### src/rtl/sync_fifo.sv
// sync_fifo: single-clock FIFO for DATA_W-bit words with registered read data.
// Overflow (write while full) and underflow (read while empty) requests are
// ignored, so stored data is never corrupted.
//
// Parameters:
//   DATA_W - word width (default 10)
//   DEPTH  - number of entries, power of two and >= 2 (default 8)
//
// Ports:
//   clk   in   clock, all state updates on the rising edge
//   rst   in   asynchronous reset, active-low
//   Din   in   write data, sampled when a write is accepted
//   wr_en in   write request
//   rd_en in   read request
//   Dout  out  registered read data, changes only on an accepted read or reset
//   empty out  FIFO holds 0 words
//   full  out  FIFO holds DEPTH words
module sync_fifo #(
    parameter int DATA_W = 10,
    parameter int DEPTH  = 8
) (
    input  logic              clk,
    input  logic              rst,
    input  logic [DATA_W-1:0] Din,
    input  logic              wr_en,
    input  logic              rd_en,
    output logic [DATA_W-1:0] Dout,
    output logic              empty,
    output logic              full
);

    localparam int ADDR_W = $clog2(DEPTH);

    logic [DATA_W-1:0] mem_q [DEPTH];

    logic [ADDR_W-1:0] wp_q, wp_d;
    logic [ADDR_W-1:0] rp_q, rp_d;
    logic [ADDR_W:0]   cnt_q, cnt_d;
    logic [DATA_W-1:0] dout_q, dout_d;

    logic wr_acc;
    logic rd_acc;

    // Flags come straight from the registered occupancy count.
    assign empty = (cnt_q == '0);
    assign full  = (cnt_q == (ADDR_W+1)'(DEPTH));

    // A read on an empty FIFO is refused even if a write arrives in the same
    // cycle, so a new word is never read through combinationally.
    assign wr_acc = wr_en & ~full;
    assign rd_acc = rd_en & ~empty;

    always_comb begin
        wp_d   = wp_q;
        rp_d   = rp_q;
        cnt_d  = cnt_q;
        dout_d = dout_q;

        if (wr_acc) begin
            wp_d = wp_q + ADDR_W'(1);
        end
        if (rd_acc) begin
            rp_d   = rp_q + ADDR_W'(1);
            dout_d = mem_q[rp_q];
        end

        unique case ({wr_acc, rd_acc})
            2'b10:   cnt_d = cnt_q + (ADDR_W+1)'(1);
            2'b01:   cnt_d = cnt_q - (ADDR_W+1)'(1);
            default: cnt_d = cnt_q;
        endcase
    end

    always_ff @(posedge clk or negedge rst) begin
        if (!rst) begin
            wp_q   <= '0;
            rp_q   <= '0;
            cnt_q  <= '0;
            dout_q <= '0;
        end else begin
            wp_q   <= wp_d;
            rp_q   <= rp_d;
            cnt_q  <= cnt_d;
            dout_q <= dout_d;
        end
    end

    // Storage is not reset; its contents are don't-care until written.
    always_ff @(posedge clk) begin
        if (wr_acc) begin
            mem_q[wp_q] <= Din;
        end
    end

    assign Dout = dout_q;

endmodule

### config.mk
export PLATFORM = sky130hd
export DESIGN_NAME = sync_fifo
export DESIGN_NICKNAME = d
export VERILOG_FILES = /design/src/rtl/sync_fifo.sv
export SDC_FILE = /design/constraint.sdc
export NUM_CORES = 1
export LEC_CHECK = 0
export ABC_CLOCK_PERIOD_IN_PS = 4800
export CAP_MARGIN = 10
export CORE_MARGIN = 2
export CORE_UTILIZATION = 34
export CTS_BUF_LIST = sky130_fd_sc_hd__clkbuf_8 sky130_fd_sc_hd__clkbuf_16
export CTS_CLUSTER_SIZE = 12
export DETAILED_ROUTE_END_ITERATION = 8
export SKIP_CTS_REPAIR_TIMING = 1
export SLEW_MARGIN = 20
export SYNTH_ARGS = -nofsm -noshare
export SYNTH_HDL_FRONTEND = slang
export SYNTH_SLANG_ARGS = --single-unit
### constraint.sdc
create_clock -name clk -period 4.8 [get_ports clk]
set_input_delay 0.48 -clock clk [delete_from_list [all_inputs] [get_ports clk]]
set_output_delay 0.48 -clock clk [all_outputs]
set_load 0.02 [all_outputs]
==> impl_results.rst <==
.. list-table::
   :header-rows: 1

   * - Metric
     - Value
   * - Worst VDD drop
     - 0.1748 mV
   * - Fraction of synthesized cell area taken by the top area cell type
     - 58.29%
   * - Clock latency of the later-clocked register in the worst-skew pair
     - 0.33 ns
   * - Placer's final routability congestion estimate
     - 0.7106
   * - Bufs and invs on worst path
     - 3
   * - Clk pin slew, worst setup/hold paths
     - 0.07 ns
   * - Switching share of power
     - 32.52%
   * - Count of standard-cell rows
     - 40
   * - Total die area
     - 0.01302 mm^2
   * - Top Ports
     - 26
   * - Average footprint of a synthesized cell
     - 16.23 um^2
   * - Complex-gate fraction of the synthesized area
     - 7.620%
   * - Yosys reg bits
     - 100
   * - Longest individual stage delay on the worst path
     - 0.46 ns
   * - Portion of total power attributed to the clock network
     - 25.7%
   * - Clk_skew
     - 0.006813 ns
   * - Distinct cell type count of the synthesized netlist
     - 34
   * - Parity-gate share of the synthesized area counting xor and xnor cells
     - 1.063%
   * - Switching power of the nets
     - 0.9766 mW
   * - Global router's overall resource usage
     - 12.45%
   * - Antenna diode count
     - 0
   * - Count of buffers inserted at the top-level ports
     - 25
   * - Part of the total power dissipated in combinational logic
     - 33.0%
   * - Non-filler cells, final
     - 440
   * - Simple-gate portion of the synthesized area
     - 5.313%
   * - Required time of the critical path
     - 4.99 ns
   * - Crit-path slowest cell
     - dfrtp_1
   * - Final critical delay including setup and external delays
     - 2.728 ns
   * - Type of element capturing the critical path
     - flop
   * - Number of global-route vias before repair
     - 2150
   * - Number of max-slew violations in the final report
     - 0
   * - Adder and majority cell fraction of the synthesized area
     - 2.004%
   * - Setup-violating endpoint count in the final report
     - 0
   * - DRT iter0 DRCs
     - 141
   * - Transition time of the tightest slew-check pin
     - 1.039 ns
   * - TritonCTS clock tree
     - yes
   * - CTS buffer count
     - 9
   * - Total number of clock tree sinks
     - 100
   * - Outcome
     - completed
   * - Net count of the finished layout
     - 308
   * - CTS H-tree depth
     - 3
   * - Count of mapped cells out of synthesis
     - 254
   * - Mapped cell area
     - 0.004121 mm^2
   * - Category of the worst setup path launch point
     - flop
   * - Most area-consuming cells after synthesis
     - edfxtp_1 58%, dfrtp_1 12%, mux2_2 5.5%
   * - Leakage Power
     - 1.736 nW
   * - Maximum number of pins on one net before global-route repair
     - 43
   * - Global route overflow
     - 0
   * - Top_reg_cell synth
     - edfxtp_1
   * - DRC violation count after routing
     - 0
   * - Final number of hold-violating endpoints
     - 0
   * - Detailed-route wire length per cell
     - 17.06 um
   * - Synth async-reset ratio
     - 20.00%
   * - Achievable frequency
     - 0.3666 GHz
   * - Overall via count from detail_route
     - 2164
   * - Vias per Instance
     - 4.918
   * - Power density normalized to cell area
     - 620.2 mW/mm^2
   * - Total power after layout
     - 3.003 mW
   * - Most repeated cell in the gate-level netlist after synthesis
     - edfxtp_1
   * - Critical path cell sequence
     - o41ai_4 > buf_4 > inv_1 > ha_1 > ha_1 > inv_1 > nor4_1 > nand4b_1 > o311ai_0
   * - Post-layout util
     - 40.65%
   * - Cell type with the largest total area after synthesis
     - edfxtp_1
   * - Fraction of final layout cells with drive strength greater than 1
     - 19.11%
   * - Worst relative slew slack
     - 30.45%
   * - Count of warnings emitted by yosys
     - 0
   * - Maximum capacitance violations
     - 0
   * - Core Area
     - 0.01191 mm^2
   * - Width of the die
     - 114.1 um
   * - Starting density of the core
     - 34.60%
   * - Area delta synth->final
     - 17.49%
   * - Fraction of the yosys area taken by sequential cells
     - 70.43%
   * - Top cell family by delay on the critical path
     - adder cells
   * - Wire length of the first global-routing pass
     - 11900 um
   * - Drt pass-1 iters
     - 4
   * - Die H
     - 114.1 um
   * - Dominant combinational cell family by area after synthesis
     - multiplexers
   * - Crit Path Class
     - flop to flop
   * - Routed wire length
     - 7506 um
   * - Tightest Hold Check Type
     - flop to flop
   * - Leading post-synthesis cells by instance count
     - 80 x edfxtp_1, 25 x nand2_1, 21 x mux2i_1
   * - Root buf cell
     - clkbuf_16
   * - Crit Path Max Fanout
     - 23
   * - Count of nets left with antenna violations after detail routing
     - 0
   * - Arrival time worst endpoint
     - 2.92 ns
   * - Setup TNS Final
     - 0 ns
   * - Bufs on Longest Clock Path
     - 2
   * - Initial antenna violation count
     - 0
   * - Multiplexer fraction of the synthesized cell area
     - 10.56%
   * - Internal cell power
     - 2.027 mW
   * - HPWL after DPL
     - 4575 um
   * - Post-synth EDFFs
     - 80
   * - Syn_nets
     - 274
   * - Portion of total power attributed to sequential cells
     - 41.2%
   * - Unrepaired setup endpoints after global routing
     - no
   * - Final period util
     - 56.83%
   * - Placed Cells incl. Taps
     - 424
logic make-up (layout without fill, tap and decap cells):
| family | after synthesis | in the layout |
|---|---|---|
| compound gates | 37 | 37 |
| xor+xnor | 5 | 5 |
| fa+ha+maj | 6 | 6 |
| buf+inv | 17 | 56 |
| flops | 100 | 100 |
| mux | 41 | 41 |
| simple gates | 48 | 48 |
path summary, 6_finish.rpt:
| kind | from | end | slack, ns | depth (start not counted) |
|---|---|---|---|---|
| min in group asynchronous | rst | Dout[8]$_DFFE_PN0P_ | 0.66 | 1 |
| hold reg to reg | Dout[0]$_DFFE_PN0P_ | Dout[0]$_DFFE_PN0P_ | 0.47 | 2 |
| setup reg to reg | cnt_q[1]$_DFFE_PN0P_ | cnt_q[3]$_DFFE_PN0P_ | 2.07 | 9 |
| max in group asynchronous | rst | rp_q[0]$_DFFE_PN0P_ | 3.52 | 1 |
| hold / removal | Dout[0]$_DFFE_PN0P_ | Dout[0]$_DFFE_PN0P_ | 0.47 | 2 |
| setup / recovery | cnt_q[1]$_DFFE_PN0P_ | cnt_q[3]$_DFFE_PN0P_ | 2.07 | 9 |
worst min-delay path, stage by stage (launching register included):
cell and delay [ns]:
dfrtp_1 0.34, nand2_1 0.06, o21ai_2 0.05
placed cells by master (no fill, tap or decap), drive strengths merged, types with 7 or more instances in the layout:
master | Yosys | final
buf | 8 | 8
mux2i | 21 | 21
a221o | 10 | 10
o22ai | 10 | 10
edfxtp | 80 | 80
clkbuf | 2 | 9
dfrtp | 20 | 20
clkdlybuf4s50 | 0 | 25
o21ai | 13 | 13
nor2 | 7 | 7
inv | 7 | 9
mux2 | 20 | 20
nand2 | 25 | 25
sequential cells by signal (all words and copies together) (netlist names):
| signal | count |
|---|---|
| Dout | 10 |
| rp_q | 3 |
| cnt_q | 4 |
| wp_q | 3 |
| mem_q | 80 |
power groups by stage:
stage / Clock (mW) / Sequential, mW / Combinational, mW
6_report: 0.773 / 1.24 / 0.992
5_1_grt: 0.826 / 1.26 / 1.09
4_1_cts: 0.789 / 1.24 / 1.01
3_5_place_dp: 0 / 1.26 / 1.00
3_3_place_gp: 0 / 1.25 / 0.990
2_1_floorplan: 0 / 1.29 / 0.689
final cells by class:
type | instances | area [um^2]
fill | 1103 | 7069
sequential | 100 | 2904
clock inverter | 7 | 97.59
clock buffer | 9 | 225.2
timing repair buffer | 33 | 310.3
multi-input combinational | 137 | 1095
tap | 147 | 183.9
inverter | 7 | 26.28
routing by layer:
layer | routed length [um] | vias to the layer above | track usage (%)
li1 | - | 1041 | -
met1 | 3524 | 1077 | 16.39
met2 | 3683 | 41 | 20.32
met3 | 219 | 5 | 2.700
met4 | 79 | 0 | 4.634
met5 | 0 | - | 0
per-stage QoR:
stage	setup WS [ns]	instance area, um^2	hold WS [ns]
floorplan	2.551	4121	0.1844
global placement	2.033	4519	0.4636
detailed placement	1.897	4519	0.4660
CTS	2.072	4842	0.4809
global route	1.844	4842	0.5219
finish	2.072	4842	0.4749
Power figures use the tool's default switching activity.
